==> src/rtl/spi_pkg.sv <==
// rtl/spi_pkg.sv - shared constants and types for the SPI byte slave
package spi_pkg;

  // SCLK idle level (CPOL) and sampling edge (CPHA) encodings
  localparam logic CPOL_IDLE_LOW    = 1'b0;
  localparam logic CPOL_IDLE_HIGH   = 1'b1;
  localparam logic CPHA_FIRST_EDGE  = 1'b0;
  localparam logic CPHA_SECOND_EDGE = 1'b1;

  // Byte driven on MISO when the controller has nothing queued
  localparam logic [7:0] FILL_BYTE_DEFAULT = 8'hFF;

  // Bit position within the current byte
  localparam int BIT_CNT_W = 3;

  // DISARMED: cs_n has not been seen high since reset, so any frame in
  // progress is ignored. ARMED: idle, waiting for cs_n to fall.
  typedef enum logic [1:0] {
    ST_DISARMED = 2'd0,
    ST_ARMED    = 2'd1,
    ST_FRAME    = 2'd2
  } frame_state_t;

  // Data is sampled on the rising SCLK edge when CPOL and CPHA agree
  function automatic logic sample_on_rise(input logic cpol, input logic cpha);
    return cpol == cpha;
  endfunction

endpackage

==> src/rtl/spi_byte_slave_pin_synchronizer.sv <==
// rtl/spi_byte_slave_pin_synchronizer.sv - multi-flop synchroniser for one asynchronous pin
module pin_synchronizer #(
  parameter int   STAGES    = 2,
  parameter logic RESET_VAL = 1'b0
) (
  input  logic clk_sys,
  input  logic reset_n,
  input  logic i_async,
  output logic o_sync
);

  logic [STAGES-1:0] r_chain;

  // Shift the pin through the flop chain; the last stage is the safe copy
  always_ff @(posedge clk_sys) begin
    if (!reset_n) begin
      r_chain <= {STAGES{RESET_VAL}};
    end else begin
      r_chain <= {r_chain[STAGES-2:0], i_async};
    end
  end

  assign o_sync = r_chain[STAGES-1];

endmodule

==> src/rtl/spi_byte_slave.sv <==
// rtl/spi_byte_slave.sv - oversampled SPI slave: MOSI byte strobes, MISO serialiser, frame events
module spi_byte_slave
  import spi_pkg::*;
#(
  parameter logic       CPOL        = CPOL_IDLE_LOW,
  parameter logic       CPHA        = CPHA_FIRST_EDGE,
  parameter int         SYNC_STAGES = 2,
  parameter logic [7:0] FILL_BYTE   = FILL_BYTE_DEFAULT
) (
  input  logic        clk_sys,
  input  logic        reset_n,
  input  logic        spi_sclk,
  input  logic        spi_mosi,
  input  logic        spi_cs_n,
  output logic        spi_miso,
  output logic        spi_miso_oe,
  output logic        cs_n_out,
  output logic [7:0]  data_out,
  output logic        data_out_ready,
  input  logic [7:0]  tx_data,
  input  logic        tx_valid,
  output logic        tx_ready,
  output logic        frame_start,
  output logic        frame_end,
  output logic        frame_abort,
  output logic [15:0] byte_count,
  output logic        tx_underrun
);

  localparam logic SAMPLE_ON_RISE = sample_on_rise(CPOL, CPHA);

  logic w_sclk_s;
  logic w_mosi_s;
  logic w_cs_s;
  logic r_sclk_d;
  logic r_cs_d;

  logic w_sclk_rise;
  logic w_sclk_fall;
  logic w_sample_edge;
  logic w_launch_edge;
  logic w_cs_rise;
  logic w_cs_fall;

  frame_state_t r_state;
  frame_state_t w_state_next;
  logic         w_frame_begin;
  logic         w_frame_close;
  logic         w_sample;
  logic         w_launch;
  logic         w_load;
  logic         w_shift;

  logic [BIT_CNT_W-1:0] r_bit_cnt;
  logic [7:0]           r_rx_shift;
  logic [7:0]           r_tx_shift;
  logic [7:0]           r_data_out;
  logic                 r_data_out_ready;
  logic                 r_frame_start;
  logic                 r_frame_end;
  logic                 r_frame_abort;
  logic [15:0]          r_byte_count;
  logic                 r_tx_underrun;

  // SCLK resets to its idle level so no edge is seen on reset release.
  // cs_n resets to "asserted" so a frame already running across reset
  // cannot look like a fresh cs_n fall.
  pin_synchronizer #(.STAGES(SYNC_STAGES), .RESET_VAL(CPOL)) u_sync_sclk (
    .clk_sys (clk_sys),
    .reset_n (reset_n),
    .i_async (spi_sclk),
    .o_sync  (w_sclk_s)
  );

  pin_synchronizer #(.STAGES(SYNC_STAGES), .RESET_VAL(1'b0)) u_sync_mosi (
    .clk_sys (clk_sys),
    .reset_n (reset_n),
    .i_async (spi_mosi),
    .o_sync  (w_mosi_s)
  );

  pin_synchronizer #(.STAGES(SYNC_STAGES), .RESET_VAL(1'b0)) u_sync_cs (
    .clk_sys (clk_sys),
    .reset_n (reset_n),
    .i_async (spi_cs_n),
    .o_sync  (w_cs_s)
  );

  // One further delayed copy of SCLK and cs_n for edge detection
  always_ff @(posedge clk_sys) begin
    if (!reset_n) begin
      r_sclk_d <= CPOL;
      r_cs_d   <= 1'b0;
    end else begin
      r_sclk_d <= w_sclk_s;
      r_cs_d   <= w_cs_s;
    end
  end

  assign w_sclk_rise   = w_sclk_s & ~r_sclk_d;
  assign w_sclk_fall   = ~w_sclk_s & r_sclk_d;
  assign w_sample_edge = SAMPLE_ON_RISE ? w_sclk_rise : w_sclk_fall;
  assign w_launch_edge = SAMPLE_ON_RISE ? w_sclk_fall : w_sclk_rise;
  assign w_cs_rise     = w_cs_s & ~r_cs_d;
  assign w_cs_fall     = ~w_cs_s & r_cs_d;

  // Frame state register
  always_ff @(posedge clk_sys) begin
    if (!reset_n) begin
      r_state <= ST_DISARMED;
    end else begin
      r_state <= w_state_next;
    end
  end

  // Arming, frame entry/exit and qualification of SCLK edges; a cs_n rise
  // takes priority over an SCLK edge detected in the same cycle
  always_comb begin
    w_state_next  = r_state;
    w_frame_begin = 1'b0;
    w_frame_close = 1'b0;
    w_sample      = 1'b0;
    w_launch      = 1'b0;
    case (r_state)
      ST_DISARMED: begin
        if (w_cs_s) begin
          w_state_next = ST_ARMED;
        end
      end
      ST_ARMED: begin
        if (w_cs_fall) begin
          w_state_next  = ST_FRAME;
          w_frame_begin = 1'b1;
        end
      end
      ST_FRAME: begin
        if (w_cs_rise) begin
          w_state_next  = ST_ARMED;
          w_frame_close = 1'b1;
        end else begin
          w_sample = w_sample_edge;
          w_launch = w_launch_edge;
        end
      end
      default: begin
        w_state_next = ST_DISARMED;
      end
    endcase
  end

  // With CPHA=0 the first bit must be on MISO before the first SCLK edge,
  // so loads happen at frame start and on the last sample of each byte.
  // With CPHA=1 the byte is loaded on its own first launch edge. In both
  // modes the launch edge at bit 0 is the load slot and must not shift.
  assign w_load  = (CPHA == CPHA_FIRST_EDGE)
                 ? (w_frame_begin | (w_sample & (r_bit_cnt == '1)))
                 : (w_launch & (r_bit_cnt == '0));
  assign w_shift = w_launch & (r_bit_cnt != '0);

  // Receive shifter, byte strobes, frame pulses and transmit shifter
  always_ff @(posedge clk_sys) begin
    if (!reset_n) begin
      r_bit_cnt        <= '0;
      r_rx_shift       <= '0;
      r_tx_shift       <= '0;
      r_data_out       <= '0;
      r_data_out_ready <= 1'b0;
      r_frame_start    <= 1'b0;
      r_frame_end      <= 1'b0;
      r_frame_abort    <= 1'b0;
      r_byte_count     <= '0;
      r_tx_underrun    <= 1'b0;
    end else begin
      r_data_out_ready <= 1'b0;
      r_frame_start    <= w_frame_begin;
      r_frame_end      <= w_frame_close;
      r_frame_abort    <= w_frame_close & (r_bit_cnt != '0);

      if (w_frame_begin) begin
        r_byte_count  <= '0;
        r_tx_underrun <= 1'b0;
        r_bit_cnt     <= '0;
      end

      if (w_frame_close) begin
        r_bit_cnt <= '0;
      end

      if (w_sample) begin
        r_rx_shift <= {r_rx_shift[6:0], w_mosi_s};
        r_bit_cnt  <= r_bit_cnt + BIT_CNT_W'(1);
        if (r_bit_cnt == '1) begin
          r_data_out       <= {r_rx_shift[6:0], w_mosi_s};
          r_data_out_ready <= 1'b1;
          if (r_byte_count != 16'hFFFF) begin
            r_byte_count <= r_byte_count + 16'd1;
          end
        end
      end

      if (w_load) begin
        r_tx_shift <= tx_valid ? tx_data : FILL_BYTE;
        if (!tx_valid) begin
          r_tx_underrun <= 1'b1;
        end
      end else if (w_shift) begin
        r_tx_shift <= {r_tx_shift[6:0], 1'b0};
      end
    end
  end

  assign spi_miso_oe    = (r_state == ST_FRAME);
  assign cs_n_out       = ~spi_miso_oe;
  assign spi_miso       = spi_miso_oe ? r_tx_shift[7] : 1'b1;
  assign tx_ready       = w_load & reset_n;
  assign data_out       = r_data_out;
  assign data_out_ready = r_data_out_ready;
  assign frame_start    = r_frame_start;
  assign frame_end      = r_frame_end;
  assign frame_abort    = r_frame_abort;
  assign byte_count     = r_byte_count;
  assign tx_underrun    = r_tx_underrun;

endmodule

==> config.mk <==
export PLATFORM = sky130hd
export DESIGN_NAME = spi_byte_slave
export DESIGN_NICKNAME = d
export VERILOG_FILES = /design/src/rtl/spi_pkg.sv /design/src/rtl/spi_byte_slave_pin_synchronizer.sv /design/src/rtl/spi_byte_slave.sv
export SDC_FILE = /design/constraint.sdc
export NUM_CORES = 1
export LEC_CHECK = 0
export ABC_AREA = 1
export CAP_MARGIN = 20
export CORE_MARGIN = 10
export CORE_UTILIZATION = 40
export DETAILED_ROUTE_END_ITERATION = 10
export GPL_TIMING_DRIVEN = 0
export SKIP_LAST_GASP = 1
export SLEW_MARGIN = 20
export SYNTH_ARGS = -nofsm -noshare
export SYNTH_HDL_FRONTEND = slang
export SYNTH_SLANG_ARGS = --single-unit
==> constraint.sdc <==
create_clock -name clk_sys -period 2.4 [get_ports clk_sys]
set_input_delay 0.36 -clock clk_sys [delete_from_list [all_inputs] [get_ports clk_sys]]
set_output_delay 0.36 -clock clk_sys [all_outputs]
set_load 0.03 [all_outputs]
# Word level (Yosys, flattened, before mapping)
# Index checks and enable logic that the tools add are counted.
# word_totals
ff_bits	57
latch_bits	0
ram_bits	0
rom_bits	0
input_bits	14
output_inout_bits	33
mem_count	0
# classes
addsub	2
multipliers	0
n_div	0
magnitude_cmp	0
n_eq_ne	7
shift	0
n_mux	27
n_bitwise	14
reduce_logical	7
# ops
operator	count
two-way mux 16 bit	4
two-way mux 8 bit	3
adder 16 x 1 -> 16 bit, second input constant	1
inequality test 16 bit, second input constant	1
two-way mux 1 bit	13
two-way mux 3 bit	3
bitwise AND 1 bit	8
two-way mux 2 bit	3
case mux 2 bit (3 select lines)	1
nonzero test 3 bit	2
inverter 1 bit	5
inequality test 2 x 1 -> 1 bit, second input constant	2
AND reduction 2 bit	2
adder 3 x 1 -> 3 bit, second input constant	1
equality test 3 bit, second input constant	1
AND reduction 3 bit	1
equality test 2 x 1 -> 1 bit, second input constant	1
equality test 2 bit, second input constant	1
logical NOT 2 bit	1
inequality test 2 bit, second input constant	1
nonzero test 2 bit	1
OR 1 bit	1

# Depth between registers and ports, before layout
# Gate-level depths: netlist (run 1).
# logic_depth
ltp_word	8
depth_mapped	11
depth_no_buf	10

# Hierarchy
# From an unflattened synthesis (run 1), not the netlist that was laid out.
# unflattened
cells_unflattened	403
area_unflattened_um2	2801.4
# modules_own_cells
module	n_inst	cells_each	area_each_um2	seq_area_each_um2
spi_byte_slave	1	385	2636.3	1021.0
pin_synchronizer	3	6	55.1	40.0

# Worst setup path after synthesis (run 1)
# OpenSTA, ideal clock, no wires.
# synth_path
path_kind	flip-flop to output port
start	reg r_state[0]
end	out tx_ready
arrival_ns	1.483
required_time_ns	2.040
setup_slack_ns	0.557
stages_incl_launch_ff	9
n_path_buf	1
path_cell_list	dfxtp_1 inv_2 nand2_4 nor2_4 nand3_4 nand2_2 inv_2 buf_6 nor2_1
# synth_between
elab_chain_cells	5
# synth_lines
item	line	text
start, declared	spi_byte_slave.sv:45	frame_state_t r_state;
start signal, assigned	spi_byte_slave.sv:112	r_state <= w_state_next;
equality test 2 bit	spi_byte_slave.sv:124	case (r_state)
two-way mux 1 bit	spi_byte_slave.sv:124	
bitwise AND 1 bit	spi_byte_slave.sv:156	? (w_frame_begin | (w_sample & (r_bit_cnt == '1)))
OR 1 bit *	spi_byte_slave.sv:156	
bitwise AND 1 bit *	spi_byte_slave.sv:215	assign tx_ready = w_load & reset_n;
end, declared	spi_byte_slave.sv:22	output logic tx_ready,
# Mark *: on every way between the ends. The rest lies on a longest branch, timed or not.

# Worst setup path in the final report (run 1)
# layout_path
start	reg r_bit_cnt[1]
end	out tx_ready
# layout_between
elab_chain_cells	4
# layout_lines
item	line	text
start, declared	spi_byte_slave.sv:54	logic [BIT_CNT_W-1:0] r_bit_cnt;
start signal, assigned	spi_byte_slave.sv:191	r_bit_cnt <= r_bit_cnt + BIT_CNT_W'(1);
equality test 3 bit	spi_byte_slave.sv:156	
bitwise AND 1 bit	spi_byte_slave.sv:156	
OR 1 bit	spi_byte_slave.sv:156	
bitwise AND 1 bit	spi_byte_slave.sv:215	
# No other way between the ends.

==> metrics.csv, run 1 <==
stage,metric,value,unit
global_route,grt_usage,13.8,%
critical_path,criticalPathCategory,flip-flop to output port,
final_layout,final_nets,468,
pwr,post-layout-total-power,1880,µW
synthesis,synth_area_leader_cell,sky130_fd_sc_hd__dfxtp_1,
critical_path,reg2reg_depth,11,
clock_network,tritoncts,yes,
routing,routedLengthMet1,3310,µm
routing,wl_met3,382,µm
final_layout,areaGrowthSynthToFinish,27.0,%
synthesis,synth-seq-area-share,41.7,%
routing,routed_wirelength,6900,µm
routing,drt_pass1_iterations,4,
worst_hold_path,worst_hold_path_type,flip-flop to flip-flop,
critical_path,critical_path_buf_inv_count,3,
final_layout,n_antenna_cell,0,
routing,postRouteAntennaNets,0,
timing,setup_tns,0,ns
routing,maxUsedRoutingLayer,met4,
worst_hold_path,holdPathStages,2,
synthesis,synthesis.instances,393,
synthesis,postSynthAreaPerCell,6.96,µm²
critical_path,worst_path_max_delay_cell,sky130_fd_sc_hd__dfxtp_1,
critical_path,worst_setup_path_start_kind,flip-flop,
critical_path,worstPathCellList,"ha_1, ha_1, nand3_4, nand2_2, inv_2, buf_6, nor2_1, clkbuf_2",
routing,drt-wirelength-per-cell,12.9,µm
floorplan,chipWidth,103,µm
clock_network,clk_latency,0.34,ns
timing,slew-limit-headroom,63.3,%
synthesis,synth-seq-cells,57,
critical_path,end_kind,output port,
critical_path,crit_path_frequent_cell,sky130_fd_sc_hd__ha_1,
critical_path,critical_path_depth,8,
clock_network,clock-sinks,57,
global_route,grt_antenna_before_repair,0,
floorplan,die_area,0.0105,mm²
timing,post-route-min-period,2.19,ns
critical_path,r2r_slack,0.60,ns
pwr,power_density,542,mW/mm²
critical_path,critical_path_required,2.04,ns
floorplan,die-height,103,µm
clock_network,setup_fix_buffers_added_after_clock_tree_synthesis,0,
final_layout,postLayoutCoreUtil,51.7,%
floorplan,fp-row-count,30,
placement,hpwl,5140,µm
placement,placement.io_buffers,46,
final_layout,layout.cells.non_filler,534,
timing,hold_ws,0.413,ns
critical_path,cp_top_family,buffers and inverters,
final_layout,layout_commonest_cell,sky130_fd_sc_hd__nand2_1,
floorplan,start_util,40.7,%
placement,placedCellCount,519,
global_route,grt-ovfl-total,0,
clock_network,cts_inserted_buffers,9,
floorplan,core-area,0.00672,mm²
timing,unrepaired_setup_endpoints_after_global_routing,no,
synthesis,synth_top_cell_area_share,41.7,%
placement,place_congestion,0.887,
synthesis,yosys_warnings,0,
routing,drtIter0Drc,126,
timing,fin_worst_skew,0.00939,ns
global_route,grt_pass1_vias,2416,
timing,timing_worst_slew_pin_value,0.550,ns
pwr,vdd_ir_drop_max,371,µV
synthesis,yosysUniqueCellTypes,33,
final_layout,layout.cells.most_common_list,"80 x sky130_fd_sc_hd__nand2_1, 60 x sky130_fd_sc_hd__nor2_1, 57 x sky130_fd_sc_hd__dfxtp_1, 53 x sky130_fd_sc_hd__inv_1, 45 x sky130_fd_sc_hd__clkdlybuf4s50_1",
timing,hold_viol_final,0,
timing,finalSetupViolCount,0,
clock_network,cts_root_buffer,sky130_fd_sc_hd__clkbuf_8,
critical_path,critical_path_arrival,1.83,ns
synthesis,synthesized_cell_area,0.00274,mm²
critical_path,critical_path_peak_fanout,10,
synthesis,yosys-top-cells-area,"sky130_fd_sc_hd__dfxtp_1 42%, sky130_fd_sc_hd__nand2_1 11%, sky130_fd_sc_hd__nor2_1 8.2%",
outcome,outcome,finished clean,
routing,drcViolationCount,0,
run,max_cap_viol_count,0,
clock_network,cts_max_level,3,
timing,max_freq,456,MHz
clock_network,cts_hold_buffers,0,
routing,vias_per_cell,4.80,
clock_network,clkTransAtPathRegs,0.07,ns
routing,total_number_of_vias,2565,
clock_network,ctsLongestPathBuffers,2,
global_route,global_route_wire_length_before_repair,11500,µm
synthesis,post_syn_nets,411,
timing,finalMaxSlewViolations,0,
critical_path,timing.critical_path.slowest_cell_delay,0.35,ns
global_route,grt_max_degree,11,
timing,fin_crit_sh,91.3,%
floorplan,design.portCount,47,
pwr,leakagePower,0.00141,µW
final_layout,final_layout_size_suffix_gt1_share,10.6,%
routing,wl_met2,3130,µm
final timing paths:
check / start / end
hold / removal: u_sync_sclk.r_chain[0]$_SDFF_PN0_ / u_sync_sclk.r_chain[1]$_SDFF_PN0_
setup reg to reg: byte_count[1]$_SDFF_PN0_ / byte_count[7]$_SDFF_PN0_
hold reg to reg: u_sync_sclk.r_chain[0]$_SDFF_PN0_ / u_sync_sclk.r_chain[1]$_SDFF_PN0_
setup / recovery: r_bit_cnt[1]$_SDFFE_PN0P_ / tx_ready
through the flow:
stage,area [µm²],setup slack (ns)
6_report,3480,0.208
5_1_grt,3480,0.0243
4_1_cts,3480,0.000131
3_5_place_dp,3300,-0.201
3_3_place_gp,3300,-0.228
2_1_floorplan,2740,0.557
state kept, by name (all words and copies together), names as in the netlist:
name,cells
byte_count,16
data_out,8
data_out_ready,1
frame_abort,1
frame_end,1
frame_start,1
r_bit_cnt,3
r_cs_d,1
r_rx_shift,7
r_sclk_d,1
r_state,2
r_tx_shift,8
tx_underrun,1
u_sync_cs.r_chain,2
u_sync_mosi.r_chain,2
u_sync_sclk.r_chain,2
Yosys cell counts:
master,n
sky130_fd_sc_hd__a211oi_1,1
sky130_fd_sc_hd__a21o_1,2
sky130_fd_sc_hd__a21oi_1,28
sky130_fd_sc_hd__a21oi_2,3
sky130_fd_sc_hd__a22oi_1,1
sky130_fd_sc_hd__buf_1,2
sky130_fd_sc_hd__buf_12,1
sky130_fd_sc_hd__buf_2,3
sky130_fd_sc_hd__buf_4,1
sky130_fd_sc_hd__buf_6,1
sky130_fd_sc_hd__clkbuf_1,4
sky130_fd_sc_hd__clkinv_1,1
sky130_fd_sc_hd__dfxtp_1,57
sky130_fd_sc_hd__ha_1,4
sky130_fd_sc_hd__inv_1,53
sky130_fd_sc_hd__inv_2,6
sky130_fd_sc_hd__nand2_1,80
sky130_fd_sc_hd__nand2_2,4
sky130_fd_sc_hd__nand2_4,4
sky130_fd_sc_hd__nand3_1,27
sky130_fd_sc_hd__nand3_2,1
sky130_fd_sc_hd__nand3_4,1
sky130_fd_sc_hd__nand4_1,7
sky130_fd_sc_hd__nor2_1,60
sky130_fd_sc_hd__nor2_2,3
sky130_fd_sc_hd__nor2_4,1
sky130_fd_sc_hd__nor2_8,1
sky130_fd_sc_hd__nor3_1,3
sky130_fd_sc_hd__nor3_2,2
sky130_fd_sc_hd__o211ai_1,1
sky130_fd_sc_hd__o21ai_0,23
sky130_fd_sc_hd__o21ai_1,6
sky130_fd_sc_hd__o21bai_1,1
cell families (layout without fill, tap and decap cells):
| family | count (synthesis) | in the layout | share of synthesized area [%] |
|---|---|---|---|
| AOI/OAI and AO/OA | 66 | 66 | 13.0 |
| adders and majority gates | 4 | 4 | 1.83 |
| buffers and inverters | 72 | 133 | 11.0 |
| DFF | 57 | 57 | 41.7 |
| and+or+nand+nor | 194 | 194 | 32.4 |
tightest hold or removal path, stage by stage, from the launching register on:
cell and delay, ns:
sky130_fd_sc_hd__dfxtp_1 0.31, sky130_fd_sc_hd__nand2_1 0.04, sky130_fd_sc_hd__inv_1 0.04
routing by layer:
layer	global-route usage [%]	vias to the layer above
li1	-	1351
met1	17.6	1156
met2	21.2	50
met3	3.82	8
met4	6.51	0
met5	0	-
layout make-up:
type,count,area [µm²]
Buffer,12,76.3
Clock buffer,9,124
Clock inverter,6,60.1
Fill cell,656,3240
Inverter,60,225
Multi-Input combinational cell,264,1290
Sequential cell,57,1140
Tap cell,80,100
Timing Repair Buffer,46,455
where the power goes:
part / switching [µW] / internal [µW]
Sequential: 4.45 / 953
Clock: 391 / 467
Combinational: 36.8 / 29.6
repair_timing:
item                       4_1_cts  5_1_grt
setup endpoints to repair        1        1
pin swaps                        0        0
resized for setup                2        1
cloned                           0        0
No activity file was read; power rests on OpenSTA's default activity.
==> run 2: changes to the inputs <==
Settings changed: CTS_BUF_LIST set to sky130_fd_sc_hd__clkbuf_16.
==> run 2 against run 1 <==
Fmax increased by 0.24%. Die area unchanged. Setup slack improved by 0.0053 ns. Clock-buffer cell count did not move. Worst hold slack worse by 0.0035 ns. First-iteration DRC count rose by 5.6%. Register-to-register slack is essentially flat. Total power is 19% higher. Combinational power is essentially flat. Clock power increased by 42%. Sequential cell count stayed put. Via count fell by 0.27%. Critical endpoint unchanged. Largest cell class unchanged. Highest routed layer unchanged.
==> metrics.csv, run 2 (synthesized netlist as in run 1, its figures left out) <==
stage,metric,value,unit
outcome,outcome,finished clean,
critical_path,worst_setup_path_start_kind,flip-flop,
worst_hold_path,worst_hold_path_type,flip-flop to flip-flop,
final_layout,flip_flop_count_of_the_largest_register_after_layout,16,
routing,postRouteAntennaNets,0,
critical_path,crit-reg2reg-capture,byte_count[7]$_SDFF_PN0_,
global_route,global_route_wire_length_before_repair,11600,µm
global_route,grt_pass1_vias,2429,
routing,vias_per_cell,4.79,
critical_path,reg2reg_depth,11,
critical_path,r2r_slack,0.61,ns
timing,max_freq,457,MHz
timing,finalMaxSlewViolations,0,
timing,post-route-min-period,2.19,ns
floorplan,start_util,40.7,%
routing,routed_wirelength,6970,µm
critical_path,critical_path_required,2.04,ns
routing,drt-wirelength-per-cell,13.1,µm
routing,drt_pass1_iterations,4,
clock_network,clock-sinks,57,
placement,place_congestion,0.887,
final_layout,final_layout_size_suffix_gt1_share,10.6,%
routing,total_number_of_vias,2558,
pwr,leakagePower,0.00146,µW
critical_path,criticalPathCategory,flip-flop to output port,
worst_hold_path,holdPathStages,2,
global_route,grt_usage,14.1,%
run,max_cap_viol_count,0,
floorplan,chipWidth,103,µm
clock_network,clkTransAtPathRegs,0.05,ns
placement,dpl_worst_slack,-0.201,ns
placement,hpwl,5140,µm
worst_hold_path,hold_start,u_sync_sclk.r_chain[0]$_SDFF_PN0_,
floorplan,core-area,0.00672,mm²
floorplan,fp-row-count,30,
placement,placement.io_buffers,46,
critical_path,end_kind,output port,
final_layout,areaGrowthSynthToFinish,30.7,%
worst_hold_path,whs_endpoint,u_sync_sclk.r_chain[1]$_SDFF_PN0_,
clock_network,cts_root_buffer,sky130_fd_sc_hd__clkbuf_16,
clock_network,cts_max_level,3,
timing,timing_worst_slew_pin_value,0.557,ns
final_layout,final.fill_count,648,
routing,drcViolationCount,0,
final_layout,layout.cells.most_common_list,"80 x sky130_fd_sc_hd__nand2_1, 60 x sky130_fd_sc_hd__nor2_1, 57 x sky130_fd_sc_hd__dfxtp_1, 53 x sky130_fd_sc_hd__inv_1, 45 x sky130_fd_sc_hd__clkdlybuf4s50_1",
floorplan,die-height,103,µm
timing,fin_worst_skew,0.00501,ns
clock_network,clk_latency,0.32,ns
critical_path,critical_path_arrival,1.83,ns
global_route,grt-ovfl-total,0,
clock_network,cts_inserted_buffers,9,
timing,setup_tns,0,ns
critical_path,worstReg2RegStart,byte_count[1]$_SDFF_PN0_,
routing,drtIter0Drc,133,
global_route,grt_antenna_before_repair,0,
placement,total_cell_area_at_the_placement_stage,0.00330,mm²
clock_network,tritoncts,yes,
final_layout,fin_area,0.00358,mm²
final_layout,final_nets,468,
timing,unrepaired_setup_endpoints_after_global_routing,no,
timing,slew-limit-headroom,62.9,%
pwr,power_density,628,mW/mm²
clock_network,cts_hold_buffers,0,
timing,fin_crit_sh,91.1,%
global_route,grt_max_degree,11,
critical_path,critical_path_peak_fanout,10,
final_layout,layout_commonest_cell,sky130_fd_sc_hd__nand2_1,
timing,finalSetupViolCount,0,
floorplan,design.portCount,47,
clock_network,ctsLongestPathBuffers,2,
floorplan,die_area,0.0105,mm²
pwr,vdd_ir_drop_max,397,µV
timing,final_critical_path_setup_slack,0.214,ns
final_layout,n_antenna_cell,0,
timing,hold_viol_final,0,
## run 2: cell count changes in the layout (fill, tap and decap cells not counted)
cell	previous run	this run
sky130_fd_sc_hd__clkbuf_8	9	0
sky130_fd_sc_hd__clkbuf_16	0	9
## run 2: layout make-up
class                      instances  area (µm²)  share of cell area [%]
buffer                            12        76.3                    2.13
sequential                        57        1140                    31.9
inverter                          60         225                    6.30
tap                               80         100                    2.80
multi-input combinational        264        1290                    36.2
clock buffer                       9         225                    6.30
timing repair buffer              46         455                    12.7
clock inverter                     6        60.1                    1.68
## run 2: worst max path at each step
| stage | start | to | slack (ns) | cells after the start |
|---|---|---|---|---|
| after floorplan | r_state[0]$_SDFFE_PN0P_ | tx_ready | 0.56 | 8 |
| after global placement | reset_n | tx_ready | -0.23 | 5 |
| after detailed placement | reset_n | tx_ready | -0.20 | 5 |
| after CTS | r_bit_cnt[0]$_SDFFE_PN0P_ | tx_ready | 0.02 | 8 |
| after global routing | r_bit_cnt[1]$_SDFFE_PN0P_ | tx_ready | 0.05 | 8 |
| final | r_bit_cnt[1]$_SDFFE_PN0P_ | tx_ready | 0.21 | 8 |
## run 2: per-stage QoR
step | total power, µW | hold WS, ns | util, % | cells
after CTS | 2270 | 0.414 | 53.3 | 534
after detailed placement | 1050 | 0.401 | 49.1 | 519
after floorplan | 1010 | 0.390 | - | 393
after global placement | 1050 | 0.395 | 49.1 | 519
after global routing | 2320 | 0.428 | 53.2 | 534
final | 2250 | 0.409 | 53.2 | 534
## run 2: critical path: stages (launching register included)
cell,delay [ns]
sky130_fd_sc_hd__dfxtp_1,0.35
sky130_fd_sc_hd__ha_1,0.16
sky130_fd_sc_hd__ha_1,0.18
sky130_fd_sc_hd__nand3_4,0.13
sky130_fd_sc_hd__nand2_2,0.18
sky130_fd_sc_hd__inv_2,0.06
sky130_fd_sc_hd__buf_6,0.14
sky130_fd_sc_hd__nor2_1,0.09
sky130_fd_sc_hd__clkbuf_2,0.22
## run 2: where the power goes
part	switching [µW]	leakage, µW	internal, µW
registers	4.47	0.000461	955
clock network	430	0.000137	789
logic	36.8	0.000862	29.6
total	471	0.00146	1770
## run 2: metal layers
metal	global-route usage [%]	up-vias	wire [µm]
met2	21.6	62	3170
met5	0	-	0
li1	-	1354	-
met4	4.88	0	67
met3	5.23	5	496
met1	17.7	1137	3240
## run 2: what timing repair did
action,4_1_cts,5_1_grt
setup buffers,0,0
hold endpoints to repair,0,0
pin swaps,0,0
setup endpoints to repair,1,1
resized for setup,2,1
==> run 3: changes to the inputs <==
Settings changed: PLACE_DENSITY_LB_ADDON set to 0.3, TNS_END_PERCENT set to 50.
==> run 3 against run 2 <==
First-iteration DRC count increased by 8.3%. Design area increased by 0.31%. Fmax increased by 0.53%. Routed wire length decreased by 1.7%. Combinational power decreased by 2%. Clock power increased by 6%. Global-route usage decreased by 0.48 points. Critical endpoint unchanged.
==> metrics.csv, run 3 (synthesized netlist as in run 1, its figures left out) <==
stage,metric,value,unit
outcome,outcome,finished clean,
final_layout,areaGrowthSynthToFinish,31.1,%
critical_path,critical_path_arrival,1.81,ns
final_layout,postLayoutCoreUtil,53.4,%
final_layout,final.fill_count,617,
clock_network,cts_inserted_buffers,9,
critical_path,worst_setup_path_start_kind,flip-flop,
critical_path,criticalPathCategory,flip-flop to output port,
global_route,global_route_wire_length_before_repair,11300,µm
floorplan,core-area,0.00672,mm²
floorplan,start_util,40.7,%
pwr,vdd_ir_drop_max,375,µV
final_layout,layout_commonest_cell,sky130_fd_sc_hd__nand2_1,
global_route,grt_max_degree,20,
critical_path,worst_path_max_delay_cell,sky130_fd_sc_hd__dfxtp_1,
timing,post-route-min-period,2.17,ns
final_layout,layout.cells.most_common_list,"80 x sky130_fd_sc_hd__nand2_1, 60 x sky130_fd_sc_hd__nor2_1, 57 x sky130_fd_sc_hd__dfxtp_1, 54 x sky130_fd_sc_hd__inv_1, 45 x sky130_fd_sc_hd__clkdlybuf4s50_1",
run,max_cap_viol_count,0,
routing,postRouteAntennaNets,0,
timing,hold_viol_final,0,
critical_path,timing.critical_path.slowest_cell_delay,0.35,ns
final_layout,multi_input_area,0.00129,mm²
final_layout,n_antenna_cell,0,
clock_network,cts_hold_buffers,0,
final_layout,final_nets,467,
clock_network,setup_fix_buffers_added_after_clock_tree_synthesis,0,
final_layout,seqCellArea,0.00114,mm²
global_route,grt_usage,13.6,%
final_layout,final_layout_size_suffix_gt1_share,9.71,%
routing,drt-wirelength-per-cell,12.9,µm
floorplan,die_area,0.0105,mm²
critical_path,end_kind,output port,
floorplan,fp-row-count,30,
critical_path,crit_path_frequent_cell,sky130_fd_sc_hd__ha_1,
timing,timing_worst_slew_pin_value,0.545,ns
routing,maxUsedRoutingLayer,met4,
routing,wl_met2,3310,µm
global_route,grt_pass1_vias,2408,
critical_path,worstPathCellList,"ha_1, ha_1, nand3_4, nand2_2, inv_2, buf_6, nor2_1, clkbuf_2",
timing,max_freq,460,MHz
clock_network,clock-sinks,57,
final_layout,flip_flop_count_of_the_largest_register_after_layout,16,
pwr,power_density,645,mW/mm²
routing,vias_per_cell,4.87,
critical_path,r2r_slack,0.68,ns
routing,drcViolationCount,0,
routing,routed_wirelength,6860,µm
timing,fin_crit_sh,90.6,%
timing,finalMaxSlewViolations,0,
pwr,post-layout-total-power,2310,µW
clock_network,ctsLongestPathBuffers,2,
routing,routedLengthMet1,2960,µm
timing,fin_worst_skew,0.00534,ns
routing,drt_pass1_iterations,4,
critical_path,critical_path_required,2.04,ns
pwr,leakagePower,0.00147,µW
floorplan,die-height,103,µm
routing,total_number_of_vias,2598,
clock_network,tritoncts,yes,
timing,hold_ws,0.408,ns
placement,hpwl,5030,µm
clock_network,cts_root_buffer,sky130_fd_sc_hd__clkbuf_16,
timing,slew-limit-headroom,63.7,%
clock_network,cts_max_level,3,
timing,setup_tns,0,ns
critical_path,critical_path_peak_fanout,10,
global_route,grt-ovfl-total,0,
routing,wl_met3,455,µm
floorplan,design.portCount,47,
floorplan,chipWidth,103,µm
global_route,grt_antenna_before_repair,0,
timing,finalSetupViolCount,0,
clock_network,clk_latency,0.32,ns
routing,drtIter0Drc,144,
clock_network,clkTransAtPathRegs,0.05,ns
placement,placement.io_buffers,46,
worst_hold_path,worst_hold_path_type,flip-flop to flip-flop,
placement,place_congestion,0.927,
timing,unrepaired_setup_endpoints_after_global_routing,no,
## run 3: cell types whose count changed in the layout (fill, tap and decap cells not counted), sizes merged
cell	delta
buf	-1
bufinv	+1
clkinvlp	-2
inv	+1
## run 3: per-stage QoR
stage                     setup WS [ns]  area [µm²]  cells
after detailed placement         -0.291        3300    519
after global placement           -0.288        3300    519
after global routing              0.107        3590    533
final                             0.225        3590    533
after CTS                        0.0161        3590    533
after floorplan                   0.557        2740    393
## run 3: layer usage
metal	global-route usage, %	vias up
li1	-	1361
met4	6.83	0
met3	3.55	11
met2	22.4	65
met1	16.0	1161
met5	0	-
## run 3: critical path, delay by kind of cell (launching register included)
family | cells | cell delay, ns
fa+ha+maj | 2 | 0.36
buf+inv | 3 | 0.41
flops | 1 | 0.35
simple gates | 3 | 0.37
## run 3: what timing repair did
item / in CTS / in global routing
pin swaps: 0 / 0
cloned: 0 / 0
setup endpoints to repair: 1 / 1
resized for setup: 1 / 2
## run 3: layout make-up
cell class	instances	share of cell area (%)
inverter	60	6.28
tap	80	2.79
buffer	11	2.02
timing repair buffer	46	12.7
clock inverter	6	2.09
clock buffer	9	6.28
sequential	57	31.8
multi-input combinational	264	36.1
## run 3: worst paths after layout
check                                                      from                              end  cells after the start
worst max-delay path                  r_bit_cnt[0]$_SDFFE_PN0P_                         tx_ready                      8
worst min register to register  u_sync_cs.r_chain[0]$_SDFF_PN0_  u_sync_cs.r_chain[1]$_SDFF_PN0_                      2
worst max register to register         byte_count[0]$_SDFF_PN0_         byte_count[7]$_SDFF_PN0_                     11
worst min-delay path            u_sync_cs.r_chain[0]$_SDFF_PN0_  u_sync_cs.r_chain[1]$_SDFF_PN0_                      2
## run 3: where the power goes
part	internal, µW	total, µW	switching, µW
registers	956	960	4.27
logic	29.2	65.1	35.9
clock network	885	1290	404
total	1870	2310	444
